<file path="src/rtl/uart_screen_dump.sv">
// uart_screen_dump: walks the ROWSxCOLS text RAM and sends each cell as an 8N1 UART frame,
// with CR/LF after every row. Define DUMP_ROWNUM_EN to prefix each row with "<row>:".
module uart_screen_dump #(
  parameter int CLK_HZ = 100000000,
  parameter int BAUD   = 9600,
  parameter int COLS   = 32,
  parameter int ROWS   = 4
) (
  input  logic                    clk,
  input  logic                    reset,
  input  logic                    start,
  output logic [$clog2(ROWS)-1:0] rd_row,
  output logic [$clog2(COLS)-1:0] rd_col,
  input  logic [7:0]              rd_data,
  output logic                    tx,
  output logic                    busy,
  output logic                    done
);
  localparam int BIT_CYC = CLK_HZ / BAUD;
  localparam int RW      = $clog2(ROWS);
  localparam int CW      = $clog2(COLS);
  localparam int BW      = $clog2(BIT_CYC + 1);
  localparam logic [RW-1:0] LAST_ROW = RW'(ROWS - 1);
  localparam logic [CW-1:0] LAST_COL = CW'(COLS - 1);
  localparam logic [BW-1:0] LAST_CYC = BW'(BIT_CYC - 1);

  typedef enum logic [3:0] {
    S_IDLE, S_ADDR, S_WAIT, S_LOAD, S_SHIFT, S_CR, S_LF
`ifdef DUMP_ROWNUM_EN
    , S_NUM, S_COLON
`endif
  } state_t;

  // What the serializer is currently sending decides where the stop bit leads.
  typedef enum logic [2:0] {K_CHAR, K_CR, K_LF, K_NUM, K_COLON} kind_t;

`ifdef DUMP_ROWNUM_EN
  localparam state_t ROW_START = S_NUM;
`else
  localparam state_t ROW_START = S_ADDR;
`endif

  function automatic logic [7:0] printable(input logic [7:0] b);
    if (b >= 8'h20 && b <= 8'h7E) begin
      return b;
    end else begin
      return 8'h2E;
    end
  endfunction

  state_t        state_q, state_d;
  kind_t         kind_q, kind_d;
  logic [RW-1:0] row_q, row_d;
  logic [CW-1:0] col_q, col_d;
  logic [7:0]    byte_q, byte_d;
  logic [8:0]    shift_q, shift_d;
  logic [3:0]    bit_q, bit_d;
  logic [BW-1:0] cyc_q, cyc_d;
  logic          tx_q, tx_d;
  logic          busy_q, busy_d;
  logic          done_q, done_d;

  logic          launch;
  logic [7:0]    launch_byte;
  kind_t         launch_kind;

  // Next-state, counter and serializer logic
  always_comb begin
    state_d     = state_q;
    kind_d      = kind_q;
    row_d       = row_q;
    col_d       = col_q;
    byte_d      = byte_q;
    shift_d     = shift_q;
    bit_d       = bit_q;
    cyc_d       = cyc_q;
    tx_d        = tx_q;
    busy_d      = busy_q;
    done_d      = 1'b0;
    launch      = 1'b0;
    launch_byte = 8'h00;
    launch_kind = K_CHAR;

    case (state_q)
      S_IDLE: begin
        if (start) begin
          row_d   = '0;
          col_d   = '0;
          busy_d  = 1'b1;
          state_d = ROW_START;
        end else begin
          state_d = S_IDLE;
        end
      end
      S_ADDR: state_d = S_WAIT;
      S_WAIT: begin
        byte_d  = printable(rd_data);
        state_d = S_LOAD;
      end
      S_LOAD: begin
        launch      = 1'b1;
        launch_byte = byte_q;
        launch_kind = K_CHAR;
      end
      S_CR: begin
        launch      = 1'b1;
        launch_byte = 8'h0D;
        launch_kind = K_CR;
      end
      S_LF: begin
        launch      = 1'b1;
        launch_byte = 8'h0A;
        launch_kind = K_LF;
      end
`ifdef DUMP_ROWNUM_EN
      S_NUM: begin
        launch      = 1'b1;
        launch_byte = 8'h30 + 8'(row_q);
        launch_kind = K_NUM;
      end
      S_COLON: begin
        launch      = 1'b1;
        launch_byte = 8'h3A;
        launch_kind = K_COLON;
      end
`endif
      S_SHIFT: begin
        if (cyc_q == LAST_CYC) begin
          cyc_d = '0;
          if (bit_q == 4'd9) begin
            // Stop bit finished: tx stays high through the gap.
            tx_d = 1'b1;
            case (kind_q)
              K_CHAR: begin
                if (col_q == LAST_COL) begin
                  state_d = S_CR;
                end else begin
                  col_d   = col_q + CW'(1);
                  state_d = S_ADDR;
                end
              end
              K_CR: state_d = S_LF;
              K_LF: begin
                if (row_q == LAST_ROW) begin
                  done_d  = 1'b1;
                  busy_d  = 1'b0;
                  state_d = S_IDLE;
                end else begin
                  row_d   = row_q + RW'(1);
                  col_d   = '0;
                  state_d = ROW_START;
                end
              end
`ifdef DUMP_ROWNUM_EN
              K_NUM:   state_d = S_COLON;
              K_COLON: state_d = S_ADDR;
`endif
              default: begin
                busy_d  = 1'b0;
                state_d = S_IDLE;
              end
            endcase
          end else begin
            bit_d   = bit_q + 4'd1;
            tx_d    = shift_q[0];
            shift_d = {1'b1, shift_q[8:1]};
          end
        end else begin
          cyc_d = cyc_q + BW'(1);
        end
      end
      default: begin
        tx_d    = 1'b1;
        busy_d  = 1'b0;
        state_d = S_IDLE;
      end
    endcase

    // Every frame begins here: the start bit goes out on the next edge.
    if (launch) begin
      shift_d = {1'b1, launch_byte};
      kind_d  = launch_kind;
      bit_d   = 4'd0;
      cyc_d   = '0;
      tx_d    = 1'b0;
      state_d = S_SHIFT;
    end else begin
      kind_d = kind_d;
    end
  end

  // State and datapath registers
  always_ff @(posedge clk or posedge reset) begin
    if (reset) begin
      state_q <= S_IDLE;
      kind_q  <= K_CHAR;
      row_q   <= '0;
      col_q   <= '0;
      byte_q  <= 8'h00;
      shift_q <= 9'h1FF;
      bit_q   <= 4'd0;
      cyc_q   <= '0;
      tx_q    <= 1'b1;
      busy_q  <= 1'b0;
      done_q  <= 1'b0;
    end else begin
      state_q <= state_d;
      kind_q  <= kind_d;
      row_q   <= row_d;
      col_q   <= col_d;
      byte_q  <= byte_d;
      shift_q <= shift_d;
      bit_q   <= bit_d;
      cyc_q   <= cyc_d;
      tx_q    <= tx_d;
      busy_q  <= busy_d;
      done_q  <= done_d;
    end
  end

  assign rd_row = row_q;
  assign rd_col = col_q;
  assign tx     = tx_q;
  assign busy   = busy_q;
  assign done   = done_q;

endmodule

</file>
<file path="config.mk">
export PLATFORM = sky130hd
export DESIGN_NAME = uart_screen_dump
export DESIGN_NICKNAME = d
export VERILOG_FILES = /design/src/rtl/uart_screen_dump.sv
export SDC_FILE = /design/constraint.sdc
export NUM_CORES = 1
export LEC_CHECK = 0
export ABC_AREA = 1
export BUFFER_PORTS_ARGS = -buffer_cell sky130_fd_sc_hd__buf_2
export CORE_MARGIN = 4
export CORE_UTILIZATION = 54
export DETAILED_ROUTE_END_ITERATION = 10
export PLACE_DENSITY = 0.74
export SETUP_SLACK_MARGIN = 0.3
export SYNTH_ARGS = -nofsm -noshare
export SYNTH_HDL_FRONTEND = slang
export SYNTH_SLANG_ARGS = --single-unit
export TNS_END_PERCENT = 50
</file>
<file path="constraint.sdc">
create_clock -name clk -period 2 [get_ports clk]
set_input_delay 0 -clock clk [delete_from_list [all_inputs] [get_ports clk]]
set_output_delay 0 -clock clk [all_outputs]
set_load 0.1 [all_outputs]
</file>
* Word-level counts from Yosys, hierarchy flattened
Cells that the tools add are included. Widths: inputs -> output; s select.
Storage, ports and cells: flip-flop bits (word level) 52, input port bits 11
Operators by class: add/sub/neg operators 4, $lt $le $gt $ge 2, equality and inequality tests 27, muxes and demuxes 51, bitwise operators 1, reductions and logical operators 16
Operators with widths (number):
- $mux 14 | 3
- $mux 9 | 4
- $mux 4 | 7
- $mux 5 | 5
- $pmux 8 s3 | 1
- $pmux 4 s5 | 1
- $pmux 5 s2 | 2
- $mux 1 | 15
- $ne 3x3->1 const B | 5
- $add 14x1->14 const B | 1
- $eq 14x14->1 const B | 1
- $eq 4x3->1 const B | 3
- $ne 2x2->1 const B | 6
- $pmux 4 s3 | 1
- $reduce_and 6->1 | 2
- $mux 2 | 5
- $eq 4x2->1 const B | 2
- $ge 8x6->1 const B | 1
- $le 8x7->1 const B | 1
- $mux 8 | 1
- $pmux 2 s2 | 2
- $reduce_and 7->1 | 1
- $ne 2x1->1 const B | 3
- $reduce_and 3->1 | 2
- 23 further kinds | 26

* Logic depth before layout (Yosys ltp)
Gate-level depths: netlist of the first run.
depth in word-level cells 7, depth in mapped cells 10, depth with buffers taken out 10

* Worst setup path after synthesis of the first run
Ideal clock, no wire load.
path kind flip-flop to flip-flop, start point register col_q[0], in the netlist rd_col[0], end point register col_q[3], in the netlist rd_col[3], setup time 0.120 ns, data arrival time 2.380 ns, setup slack -0.500 ns, stages on the path, launching flop included 11, buffers on the path 0, period minus slack after synthesis 2.500 ns, path through dfrtp_1 > ha_1 > nand2_1 > nor2_1 > ha_1 > nor2_1 > a21oi_1 > o21ai_0 > nand3_1 > nand2_1 > nand2_1
On the way: word-level cells in the longest chain between the ends 6, elaborated cells between the ends (all ways) 9, classes of those cells 1 x add/sub; 2 x eq/ne; 5 x mux; 1 x reduce/logical
RTL lines:
- from (decl) | RTL line 54 | logic [CW-1:0] col_q, col_d;
- from (signal assigned) | RTL line 210 | col_q <= col_d;
- $add 5x1->5 | RTL line 138 | col_d = col_q + CW'(1);
- $mux 5 | RTL line 135 | if (col_q == LAST_COL) begin
- $pmux 5 s2 | RTL line 133 | case (kind_q)
- $mux 5 | RTL line 130 | if (bit_q == 4'd9) begin
- $mux 5 | RTL line 128 | if (cyc_q == LAST_CYC) begin
- $pmux 5 s2 | RTL line 84 | case (state_q)
Parallel ways exist; a longest one is shown, timed or not. The select of a mux whose other input is x is not followed. A chain may end at the register's enable or synchronous reset.

* Worst setup path in the final report of the first run
start point register col_q[1], in the netlist rd_col[1], end point register col_q[2], in the netlist rd_col[2]
Same word-level chain as after synthesis.

==> results summary, run 1 <==
The cell sitting at the root of the clock tree is a sky130_fd_sc_hd__clkbuf_8. The proportion of layout cells with a drive suffix above 1 came out at 0.270. The floorplan step defined a die boundary enclosing 6340 um^2. Setup slack closes at 0.276 ns. The post-synthesis sequential area ratio came out at 0.446.

The floorplan die width came out at 79.7 um. The maximum number of pins on one net before global-route repair is 36. In this run the remaining antenna-violating nets after routing total 0. The number of pins with negative max-slew slack in the final report was 0.

The minimum clock period came out at 1.72 ns. The number of sinks handled by clock tree synthesis is 49. The upper clock frequency limit is 580 MHz. The floorplan step set the die height to 79.7 um. The run finished with clean final reports.

The maximum fanout encountered on the critical timing path came out at 3. The number of hold-slack violations in the final timing report is 0. In the final layout, the multi-input gates occupy 1410 um^2. The post-synthesis share of cell area spent on and, or, nand and nor gates is 0.337. The initial utilization of the core area, before any placement, comes to 0.572. The count of max-cap constraint violations is 0. In the layout the commonest cells are sky130_fd_sc_hd__nand2_1, sky130_fd_sc_hd__inv_1, sky130_fd_sc_hd__dfrtp_1, sky130_fd_sc_hd__nor2_1, sky130_fd_sc_hd__buf_4. The clock buffer count from CTS came out at 5. The ratio of final minimum period to clock period came out at 0.862. When the netlist entered floorplanning its net count stood at 379. In this run, synthesis produced a sequential element count of 49. For the pin with the worst max-slew slack, the measured transition is 0.472 ns. The later-pin clock latency in the skew report came out at 0.31 ns.

The peak ir drop on the vdd network came out at 0.480 mV. The post-detailed-route via-to-cell ratio is 5.20. The synthesized-area fraction occupied by ao, oa, aoi and oai cells was 0.105.

In the synthesized netlist the dominant register cell turns out to be sky130_fd_sc_hd__dfrtp_1. At the worst endpoint, the required time is 2.25 ns. The post-synthesis share of cell area spent on xor and xnor gates is 0.0126. The number of synthesized flops with an enable pin came out at 0. Measured on the finished design, the core utilization comes to 0.710. The data arrival time of the critical path came out at 1.98 ns. The count of pins on the block boundary came out at 21. The count of mapped cells out of synthesis is 362. In this run the power density over the cells is 511 nW/um^2. Clock-pin slew was measured on the worst setup and hold paths at 0.10 ns.

The synthesis-to-finish area growth is 24.2%. The non-filler instance count after layout is 490. The arithmetic-cell share of the synthesized area counting full adders, half adders and majority gates came out at 0.0271. The placement-stage worst setup slack came out at 0.177 ns. The number of buffers between clock root and the deepest sink came out at 2.

The post-route total power is 1.76 mW. After detailed routing, the total wire length is 6540 um. Setup repair after global routing could not meet its margin everywhere. The synthesized area divided by synthesized cell count is 7.66 um^2. For this run, the detailed router's first-pass iteration total came to 4. Counting flops with an async set or reset pin after synthesis yields a share of 1.00.

After floorplanning, the core was divided into 25 placement rows. After synthesis, the netlist uses 33 different library cells. The post-placement cell count came out at 450.

The depth of the worst register-to-register path came out at 10. The antenna cell count is 0. The number of input and output port buffers inserted is 20. Across every metal layer, demand over resource in global routing totals 0.223. The number of global-route vias before repair was 2456. The number of violations reported at the end of detailed-routing iteration 0 came out at 148.

The global-route wire length before repair is 11100 um. The library cell used most frequently in the layout, excluding fill and tap cells, is sky130_fd_sc_hd__nand2_1. The via count came out at 2547. The leakage power total came out at 1.71 nW. The max-slew headroom at the worst pin came out at 0.683.

TritonCTS built the clock tree. STA classifies the critical path startpoint as a flop. Global routing finished with a remaining overflow of 0. The number of synthesis warnings came out at 0. The detailed placer's ending HPWL came out at 4290 um. The combinational family with the most area after synthesis is simple AND/OR/NAND/NOR gates. The detail-routed net length per standard cell is 13.3 um. The number of setup violations in the final report is 0. The number of filler cells placed in the layout came out at 384. The setup TNS after final layout is 0 ns. The class of the tightest hold or removal check is in2async. In this run the cell area of the synthesized design comes to 2770 um^2. Across the routed clock network, the largest skew measured is 0.0115 ns. The sequential cells in the finished layout cover a total of 1250 um^2.

The initial antenna violation count came out at 0. The critical setup path kind is reg2reg. STA classifies the critical path endpoint as a flop.

Routability-driven placement finished with a final weighted congestion of 0.869. The H-tree was split into 2 levels. For this run, the post-layout net count is 439. The mux share of post-synthesis cell area is 0. The post-detailed-route DRC marker count came out at 0.

After floorplanning, the core was sized to cover 4850 um^2.
## cell families (layout without fill, tap and decap cells)
| family | Yosys count | after routing |
|---|---|---|
| compound gates | 47 | 47 |
| simple gates | 208 | 209 |
| flops | 49 | 49 |
| fa+ha+maj | 6 | 6 |
| xor+xnor | 4 | 4 |
| buf+inv | 48 | 108 |
## through the flow
| step | hold WS [ns] | area [um^2] |
|---|---|---|
| floorplan | 0.147 | 2810 |
| global placement | -0.0353 | 3000 |
| detailed placement | -0.0197 | 3000 |
| CTS | 0.189 | 3290 |
| global route | 0.219 | 3440 |
| finish | 0.172 | 3440 |
## state kept, by name, summed over array words and instances (netlist names), 2 cells and up
name,cells
state_q,3
cyc_q,14
shift_q,8
rd_row,2
bit_q,4
rd_col,5
byte_q,8
kind_q,2
## critical path: stages, from the launching register on
cell and delay, ns:
sky130_fd_sc_hd__dfrtp_4 0.51, sky130_fd_sc_hd__ha_4 0.17, sky130_fd_sc_hd__nand2_2 0.07, sky130_fd_sc_hd__nor2_2 0.04, sky130_fd_sc_hd__ha_2 0.17, sky130_fd_sc_hd__nor2_4 0.10, sky130_fd_sc_hd__a21oi_2 0.07, sky130_fd_sc_hd__o21ai_2 0.19
sky130_fd_sc_hd__buf_4 0.16, sky130_fd_sc_hd__nand4_1 0.10, sky130_fd_sc_hd__nand2_1 0.09
## synthesized netlist by cell type, drive strengths merged, types with 2 or more instances
| library cell | n | area share |
|---|---|---|
| o22ai | 5 | 0.016 |
| nand3 | 29 | 0.060 |
| nor2 | 37 | 0.056 |
| dfstp | 9 | 0.085 |
| xor2 | 4 | 0.013 |
| buf | 5 | 0.014 |
| nand2 | 116 | 0.16 |
| o211ai | 2 | 0.0054 |
| nand4 | 16 | 0.036 |
| a21oi | 8 | 0.019 |
| dfrtp | 40 | 0.36 |
| nor3 | 7 | 0.014 |
| o21ai | 28 | 0.055 |
| inv | 43 | 0.058 |
| or2 | 2 | 0.0045 |
| a31oi | 2 | 0.0045 |
| ha | 6 | 0.027 |
## cell type report
| cell class | instances | area share |
|---|---|---|
| clock buffer | 7 | 0.0280 |
| clock inverter | 1 | 0.00254 |
| inverter | 43 | 0.0476 |
| multi-input combinational | 266 | 0.409 |
| sequential | 49 | 0.364 |
| tap | 67 | 0.0243 |
| timing repair buffer | 57 | 0.124 |
## worst paths after layout
| kind | from | end | slack, ns |
|---|---|---|---|
| min reg2reg | shift_q[0] | shift_q[0] | 0.47 |
| min in group clk | shift_q[0] | shift_q[0] | 0.47 |
| max in group asynchronous | reset | shift_q[4] | 1.05 |
| max reg2reg | rd_col[1] | rd_col[2] | 0.28 |
| max | rd_col[1] | rd_col[2] | 0.28 |
| min | reset | cyc_q[13] | 0.17 |
## what timing repair did
action | in CTS | in global routing
pin swaps | 8 | 9
hold endpoints to repair | 22 | 0
gates resized for setup | 5 | 15
hold buffers | 10 | 0
cloned | 0 | 2
setup endpoints to repair | 18 | 36
setup buffers | 9 | 11
## power breakdown
part,internal [mW],switching (mW),leakage [nW]
combinational,0.0319,0.0415,1.07
clock,0.320,0.350,0.0549
sequential,1.01,0.00605,0.589
## routing by layer
layer	vias up	wire [um]	track usage
li1	1305	-	-
met1	1188	2970	0.288
met2	44	3240	0.364
met3	10	225	0.0395
met4	0	100	0.0997
met5	-	0	0
Power figures use the tool's default switching activity.
==> run 2: changes to the inputs <==
--- a/config.mk
+++ b/config.mk
@@ -5,7 +5,6 @@
 export SDC_FILE = /design/constraint.sdc
 export NUM_CORES = 1
 export LEC_CHECK = 0
-export ABC_AREA = 1
 export BUFFER_PORTS_ARGS = -buffer_cell sky130_fd_sc_hd__buf_2
 export CORE_MARGIN = 4
 export CORE_UTILIZATION = 54
==> run 2 against run 1 <==
  * Maximum frequency down 9.2%
  * Critical endpoint unchanged
  * Via count decreased by 5.3%
  * Count of clock-buffer cells in the layout down 2
  * Non-clock buffer count rose by 17
  * Routed wire length increased by 9.0%
  * Global-route usage up 1.8 points
  * Sequential cell count stayed put
  * Die area down 3.2%
  * Sequential share of layout area is 1.4 points lower
==> results summary, run 2 <==
The top-area cell type share of the netlist area came out at 0.374 (was 0.361). The effective utilization at floorplan came to 0.563 (was 0.572). The summed instance area of the synthesized netlist is 2680 um^2 (was 2770 um^2).

The global-route wire length before repair came to 11600 um (was 11100 um). The number of synthesized flops with an enable pin came out at 0 (unchanged). The synthesis-stage register bit count came out at 49 (unchanged). The leakage power total is 1.56 nW (was 1.71 nW). The number of synthesis warnings is 0 (unchanged). The combinational family with the most area after synthesis is simple AND/OR/NAND/NOR gates (unchanged).

The die footprint is 6140 um^2 (was 6340 um^2). The non-filler instance count after layout came out at 410 (was 490). The max-slew headroom at the worst pin came out at 0.665 (was 0.683). The detail-routed net length per standard cell came out at 17.4 um (was 13.3 um). The floorplan die width came out at 78.4 um (was 79.7 um). The cell at the root of the clock tree is sky130_fd_sc_hd__clkbuf_8 (unchanged). The clock tree from TritonCTS is built (unchanged). The synthesis-to-finish area growth is 34.1% (was 24.2%). The mux share of post-synthesis cell area is 0.0239 (was 0). The number of flip-flops in the largest register is 14 (unchanged). The ratio of final minimum period to clock period is 0.950 (was 0.862). The proportion of layout cells with a drive suffix above 1 is 0.414 (was 0.270). The area of all placed cells without fillers was 3590 um^2 (was 3440 um^2). The post-detailed-route via-to-cell ratio is 5.89 (was 5.20). RSZ-0062 raised after global routing: true (unchanged). The area inside the core boundary came to 4750 um^2 (was 4850 um^2). The maximum number of pins on one net before global-route repair is 20 (was 36). The critical setup path kind was reg2reg (unchanged). The depth of the worst register-to-register path is 7 (was 10). The power per standard cell area is 473 nW/um^2 (was 511 nW/um^2). The most common cell after layout, fill and taps aside is sky130_fd_sc_hd__buf_4 (was sky130_fd_sc_hd__nand2_1). The number of core rows is 25 (unchanged).

The minimum clock period is 1.90 ns (was 1.72 ns). The vertical die dimension is 78.4 um (was 79.7 um). The critical path startpoint category is a flop (unchanged). The number of pins with negative max-slew slack in the final report was 0 (unchanged). The synthesized area divided by synthesized cell count came out at 9.73 um^2 (was 7.66 um^2). The number of hold-slack violations in the final timing report is 0 (unchanged). The initial antenna violation count came out at 0 (unchanged). The launch point of the worst path is rd_col[0] (was rd_col[1]). The number of violations reported at the end of detailed-routing iteration 0 came out at 204 (was 148). The post-route total power came out at 1.70 mW (was 1.76 mW). The launch instance of the worst register-to-register path is rd_col[0] (was rd_col[1]). The count of H-tree levels built during CTS was 2 (unchanged). The post-detailed-route DRC marker count came to 0 (unchanged).

Commonest non-fill, non-tap cells in the layout: sky130_fd_sc_hd__buf_4, sky130_fd_sc_hd__dfrtp_1, sky130_fd_sc_hd__nand2_1, sky130_fd_sc_hd__nor2_1, sky130_fd_sc_hd__buf_2 (was sky130_fd_sc_hd__nand2_1, sky130_fd_sc_hd__inv_1, sky130_fd_sc_hd__dfrtp_1, sky130_fd_sc_hd__nor2_1, sky130_fd_sc_hd__buf_4). The count of pins on the block boundary is 21 (unchanged). Along the worst hold path, the cell count comes to 3. The data arrival time of the critical path came out at 2.08 ns (was 1.98 ns).

The via count was 2413 (was 2547). The number of input and output port buffers inserted came to 20 (unchanged). The most frequent cell after synthesis is sky130_fd_sc_hd__dfrtp_1 (was sky130_fd_sc_hd__nand2_1). The number of sinks handled by clock tree synthesis came out at 49 (unchanged). The top flip-flop cell by instance count after synthesis is sky130_fd_sc_hd__dfrtp_1 (unchanged). The clock buffer count from CTS was 5 (unchanged). Synth area leaders: sky130_fd_sc_hd__dfrtp_1, sky130_fd_sc_hd__dfstp_2, sky130_fd_sc_hd__nand2_1 (was sky130_fd_sc_hd__dfrtp_1, sky130_fd_sc_hd__nand2_1, sky130_fd_sc_hd__dfstp_2). The detailed placer's ending HPWL is 4280 um (was 4290 um).

The data required time of the critical path was 2.18 ns (was 2.25 ns). The post-synthesis share of cell area spent on and, or, nand and nor gates is 0.263 (was 0.337). The total routing usage reported by global routing came out at 0.241 (was 0.223). The post-placement cell count is 370 (was 450). The net count after synthesis is 292 (was 379). The clock skew was 0.00860 ns (was 0.0115 ns). The upper clock frequency limit is 527 MHz (was 580 MHz). The post-synthesis sequential area ratio was 0.463 (was 0.446).

The overall routed net length is 7130 um (was 6540 um). The detailed-router iteration count before antenna repair came out at 5 (was 4). The number of setup violations in the final report is 0 (unchanged). The peak ir drop on the vdd network came to 0.320 mV (was 0.480 mV). The count of max-cap constraint violations came out at 0 (unchanged). Leading registers by flop count: cyc_q x14, byte_q x8, shift_q x8 (unchanged). The number of global-route vias before repair is 2359 (was 2456). The register bank with the most flops is cyc_q (unchanged). Top cell types by occurrence after synthesis: sky130_fd_sc_hd__dfrtp_1, sky130_fd_sc_hd__nand2_1, sky130_fd_sc_hd__nor2_1, sky130_fd_sc_hd__o21ai_0, sky130_fd_sc_hd__clkbuf_1 (was sky130_fd_sc_hd__nand2_1, sky130_fd_sc_hd__dfrtp_1, sky130_fd_sc_hd__inv_1, sky130_fd_sc_hd__nor2_1, sky130_fd_sc_hd__nand3_1). The class of the tightest hold or removal check was in2reg (was in2async). The transition at the pin with the smallest max-transition slack is 0.506 ns (was 0.472 ns). The count of mapped cells out of synthesis came to 275 (was 362). The share of synthesized registers carrying an async set or reset came to 1.00 (unchanged). The maximum fanout encountered on the critical timing path came out at 2 (was 3). The later-pin clock latency in the skew report is 0.31 ns (about the same). The number of buffers between clock root and the deepest sink is 2 (unchanged). The antenna cell count came to 0 (unchanged). The post-synthesis share of cell area spent on xor and xnor gates was 0.0491 (was 0.0126). The setup TNS after final layout is 0 ns (unchanged).

The total placed instance area is 3020 um^2 (was 3000 um^2). The overall overflow remaining after global route is 0 (unchanged). The clock-pin slew on the worst setup and hold paths was 0.09 ns (was 0.10 ns). The antenna violation net count after detailed routing is 0 (unchanged). The category of the worst setup path capture point is a flop (unchanged). The final layout net count came out at 359 (was 439).

The synthesized-area fraction occupied by ao, oa, aoi and oai cells is 0.148 (was 0.105). The number of filler cells placed in the layout came out at 330 (was 384). The count of distinct cell types in the synthesized netlist came out at 58 (was 33). The hold path startpoint is start. The placer's final routability congestion estimate is 0.836 (was 0.869). The library cell with the largest summed area after synthesis is sky130_fd_sc_hd__dfrtp_1 (unchanged). Status: finished clean (unchanged). The arithmetic-cell share of the synthesized area counting full adders, half adders and majority gates is 0.0281 (was 0.0271).
-- run 2: path summary, 6_finish.rpt --
path / end / slack (ns)
min reg2reg: shift_q[7] / 0.47
min in group asynchronous: cyc_q[6] / 0.18
max in group asynchronous: shift_q[3] / 1.22
min: state_q[0] / 0.02
max: rd_col[2] / 0.10
max reg2reg: rd_col[2] / 0.10
-- run 2: through the flow --
step                utilization  setup WS, ns  hold WS, ns
detailed placement        0.635        0.0886      -0.0347
CTS                       0.722         0.129      0.00212
global placement          0.635         0.148      -0.0380
finish                    0.755         0.101       0.0153
global route              0.755        0.0401       0.0236
floorplan                     -        0.0377        0.126
-- run 2: where the power goes --
part	total, mW	internal (mW)	switching (mW)	leakage, nW
registers	1.02	1.01	0.00959	0.572
logic	0.0865	0.0382	0.0483	0.947
clock network	0.589	0.242	0.347	0.0439
-- run 2: routing by layer --
metal | part of all wire | global-route usage
met4 | 0.027 | 0.105
met1 | 0.43 | 0.319
met5 | 0 | 0
met2 | 0.50 | 0.385
met3 | 0.050 | 0.0447
-- run 2: cell type report --
cell class	count	area, um^2	share of cell area
Tap cell	67	83.8	0.0234
Sequential cell	49	1260	0.350
Multi-Input combinational cell	209	1600	0.447
Clock inverter	3	17.5	0.00488
Timing Repair Buffer	74	547	0.152
Inverter	3	11.3	0.00314
Clock buffer	5	68.8	0.0192
-- run 2: cells by family after synthesis --
family,after synthesis
flip-flops,49
buffers and inverters,17
XOR/XNOR,15
adder cells (fa/ha/maj),6
AO/OA/AOI/OAI,57
AND/OR/NAND/NOR,125
multiplexers,6
-- run 2: what timing repair did --
| action | 4_1_cts | 5_1_grt |
|---|---|---|
| endpoints found under the setup margin | 33 | 43 |
| hold buffers | 9 | 0 |
| pin swaps | 11 | 9 |
| hold endpoints to repair | 47 | 0 |
| gates resized for setup | 27 | 28 |
| buffers inserted | 19 | 4 |
-- run 2: critical path, stage by stage (launching register included) --
cell and delay, ns:
sky130_fd_sc_hd__dfrtp_4 0.51, sky130_fd_sc_hd__ha_4 0.17, sky130_fd_sc_hd__and3_4 0.18, sky130_fd_sc_hd__ha_4 0.17
sky130_fd_sc_hd__nand2b_4 0.07, sky130_fd_sc_hd__a31oi_4 0.11, sky130_fd_sc_hd__o311ai_0 0.44, sky130_fd_sc_hd__o21ai_1 0.12
==> run 3: changes to the inputs <==
==> constraint.sdc (replaced) <==
create_clock -name clk -period 2 [get_ports clk]
set_input_delay 0.1 -clock clk [delete_from_list [all_inputs] [get_ports clk]]
set_output_delay 0.1 -clock clk [all_outputs]
set_load 0.1 [all_outputs]
==> run 3 against run 2 <==
  * Register-to-register slack worse by 0.03 ns
  * Hold slack better by 0.0025 ns
  * Final area down 3.6%
  * Utilization down 2.7 points
  * Sequential cell count unchanged
  * Die area unchanged
  * Maximum frequency down 1.3%
  * Critical path depth down 1
  * Global-route usage down 1.8 points
==> results summary, run 3 (synthesis results as in run 2) <==
The proportion of layout cells with a drive suffix above 1 is 0.393 (was 0.414). The initial antenna violation count was 0 (unchanged). The family of cells with the greatest summed delay on the critical path is simple AND/OR/NAND/NOR gates (was compound AO/OA/AOI/OAI gates). Status: finished clean (unchanged).

The part of the total power dissipated in the clock network came out at 0.404 (was 0.347). The number of violations reported at the end of detailed-routing iteration 0 came out at 129 (was 204). The upper clock frequency limit is 520 MHz (was 527 MHz). The number of sinks handled by clock tree synthesis is 49 (unchanged). The detailed-router iteration count before antenna repair is 4 (was 5). Cell Chain, Critical Path: inv_1 -> ha_1 -> nand3b_1 -> or2_4 -> o311ai_1 -> o21ai_2 (was ha_4 -> and3_4 -> ha_4 -> nand2b_4 -> a31oi_4 -> o311ai_0 -> o21ai_1). The final layout net count came to 349 (was 359).

The count of pins on the block boundary came out at 21 (unchanged). The global-route wire length before repair came to 10800 um (was 11600 um). The routing usage on met3 came to 0.0424 (was 0.0447).

The total placed instance area is 3020 um^2 (unchanged). The utilization after layout is 0.728 (was 0.755). The antenna cell count is 0 (unchanged).

The detailed placer's ending HPWL is 4250 um (was 4280 um). The max-slew headroom at the worst pin came to 0.634 (was 0.665). The number of global-route vias before repair was 2205 (was 2359). The detail-routed net length per standard cell is 16.7 um (was 17.4 um). The ratio of final minimum period to clock period came out at 0.962 (was 0.950). The maximum single-stage delay on the critical path came to 0.43 ns (was 0.51 ns). The number of buffers and inverters on the critical path came out at 1 (was 0). The data arrival time of the critical path came out at 2.10 ns (was 2.08 ns). The placer's final routability congestion estimate is 0.824 (was 0.836). The most common cell after layout, fill and taps aside was sky130_fd_sc_hd__buf_4 (unchanged). The part of the total power dissipated in sequential elements came to 0.559 (was 0.602). The transition at the pin with the smallest max-transition slack is 0.548 ns (was 0.506 ns).

The synthesis-to-finish area growth is 29.3% (was 34.1%). The die footprint came out at 6140 um^2 (unchanged). The overall overflow remaining after global route is 0 (unchanged). The cell with the largest stage delay on the worst path was sky130_fd_sc_hd__o311ai_1 (was sky130_fd_sc_hd__dfrtp_4). The later-pin clock latency in the skew report was 0.30 ns (was 0.31 ns). The via count is 2318 (was 2413). The post-placement cell count came out at 370 (unchanged). Leading registers by flop count: cyc_q x14, byte_q x8, shift_q x8 (unchanged). The clock buffer count from CTS is 5 (unchanged). The count of max-cap constraint violations is 0 (unchanged). The register bank with the most flops was cyc_q (unchanged). The antenna violation net count after detailed routing is 0 (unchanged). The total internal power came to 1.44 mW (was 1.29 mW). RSZ-0062 raised after global routing: true (unchanged).

The number of hold-slack violations in the final timing report is 0 (unchanged). The post-detailed-route DRC marker count is 0 (unchanged). The maximum number of pins on one net before global-route repair is 27 (was 20). The number of input and output port buffers inserted is 20 (unchanged). The number of core rows is 25 (unchanged).

The critical path startpoint category is a flop (unchanged). The leakage power total came to 1.53 nW (was 1.56 nW). The area inside the core boundary is 4750 um^2 (unchanged). The power per standard cell area is 527 nW/um^2 (was 473 nW/um^2). The setup TNS after final layout is 0 ns (unchanged).

The number of buffers between clock root and the deepest sink is 2 (unchanged). The data required time of the critical path is 2.17 ns (was 2.18 ns). The post-route total power was 1.82 mW (was 1.70 mW). The class of the tightest hold or removal check was in2reg (unchanged). The overall routed net length came out at 6670 um (was 7130 um). Commonest non-fill, non-tap cells in the layout: sky130_fd_sc_hd__buf_4, sky130_fd_sc_hd__nand2_1, sky130_fd_sc_hd__dfrtp_1, sky130_fd_sc_hd__nor2_1, sky130_fd_sc_hd__buf_2 (was sky130_fd_sc_hd__buf_4, sky130_fd_sc_hd__dfrtp_1, sky130_fd_sc_hd__nand2_1, sky130_fd_sc_hd__nor2_1, sky130_fd_sc_hd__buf_2).

The post-detailed-route via-to-cell ratio came out at 5.80 (was 5.89). The category of the worst setup path capture point is a flop (unchanged). The worst hold margin came to 0.0178 ns (was 0.0153 ns). The number of setup violations in the final report is 0 (unchanged). The maximum fanout encountered on the critical timing path is 5 (was 2). The cell at the root of the clock tree is sky130_fd_sc_hd__clkbuf_8 (unchanged). The number of pins with negative max-slew slack in the final report came out at 0 (unchanged). The layer carrying the most global-route usage is met2 (unchanged). The global routing met1 resource utilization is 0.314 (was 0.319). The non-filler instance count after layout is 400 (was 410).

The number of flip-flops in the largest register came to 14 (unchanged). The minimum clock period is 1.92 ns (was 1.90 ns). The total routing usage reported by global routing came out at 0.223 (was 0.241). The clock tree from TritonCTS is built (unchanged). The proportion of power drawn by combinational gates came out at 0.037 (was 0.051). The clock skew is 0.00537 ns (was 0.00860 ns).

The critical setup path kind was reg2reg (unchanged). The floorplan die width came out at 78.4 um (unchanged). The switching portion of total power was 0.208 (was 0.239). The number of filler cells placed in the layout was 346 (was 330). The switching power summed over all nets came out at 0.379 mW (was 0.405 mW). The final worst slack is 0.0757 ns (was 0.101 ns). The effective utilization at floorplan is 0.563 (unchanged). The peak ir drop on the vdd network came out at 0.339 mV (was 0.320 mV).

The vertical die dimension came out at 78.4 um (unchanged). The count of H-tree levels built during CTS is 2 (unchanged). The placement-stage worst setup slack came out at 0.0555 ns (was 0.0886 ns). The met2 track utilization from global routing is 0.346 (was 0.385). The area of all placed cells without fillers is 3460 um^2 (was 3590 um^2). The clock-pin slew on the worst setup and hold paths is 0.09 ns (about the same).
==> run 3: changes by cell type in the layout (fill, tap and decap cells not counted), sizes merged <==
cell	change
buf	-2
clkinvlp	-1
clkinv	-2
dlygate4sd3	-8
bufinv	+1
clkbuf	+2
==> run 3: metal layers <==
layer / share of wire / wire, um
met3: 0.035 / 234
met5: 0 / 0
met2: 0.49 / 3280
met4: 0.016 / 104
met1: 0.46 / 3050
==> run 3: final cells by class <==
cell class                 count  area [um^2]  area share
multi-input combinational    209         1550       0.447
clock buffer                   7         86.3      0.0250
tap                           67         83.8      0.0242
inverter                       3         11.3     0.00325
timing repair buffer          64          444       0.128
sequential                    49         1260       0.363
clock inverter                 1         30.0     0.00868
==> run 3: repair_timing <==
action	in CTS	in global routing
endpoints found under the hold margin	22	0
pin swaps	13	4
gates cloned	0	1
hold buffers	1	0
gates resized for setup	16	31
endpoints found under the setup margin	26	42
setup buffers	11	9
==> run 3: worst reg2reg max path, delay by kind of cell, from the launching register on <==
family | cells | cell delay [ns]
AOI/OAI and AO/OA | 2 | 0.54
and+or+nand+nor | 2 | 0.60
DFF | 1 | 0.41
buffers and inverters | 1 | 0.07
adders and majority gates | 1 | 0.17
==> run 3: power groups by stage <==
| stage | combinational, mW | clock [mW] | sequential, mW |
|---|---|---|---|
| global placement | 0.0659 | 0 | 1.04 |
| CTS | 0.0690 | 0.749 | 1.02 |
| detailed placement | 0.0674 | 0 | 1.04 |
| finish | 0.0680 | 0.736 | 1.02 |
| floorplan | 0.0338 | 0 | 1.04 |
| global route | 0.0773 | 0.798 | 1.02 |
==> run 3: worst paths after layout <==
| path | slack [ns] | end | start | cells past startpoint |
|---|---|---|---|---|
| max in group asynchronous | 0.93 | shift_q[4] | reset | 4 |
| setup / recovery | 0.08 | rd_col[2] | bit_q[1] | 6 |
| setup reg to reg | 0.08 | rd_col[2] | bit_q[1] | 6 |
| hold reg to reg | 0.47 | shift_q[7] | byte_q[7] | 2 |
| min in group asynchronous | 0.38 | cyc_q[6] | reset | 3 |
| hold / removal | 0.02 | byte_q[3] | rd_data[3] | 2 |
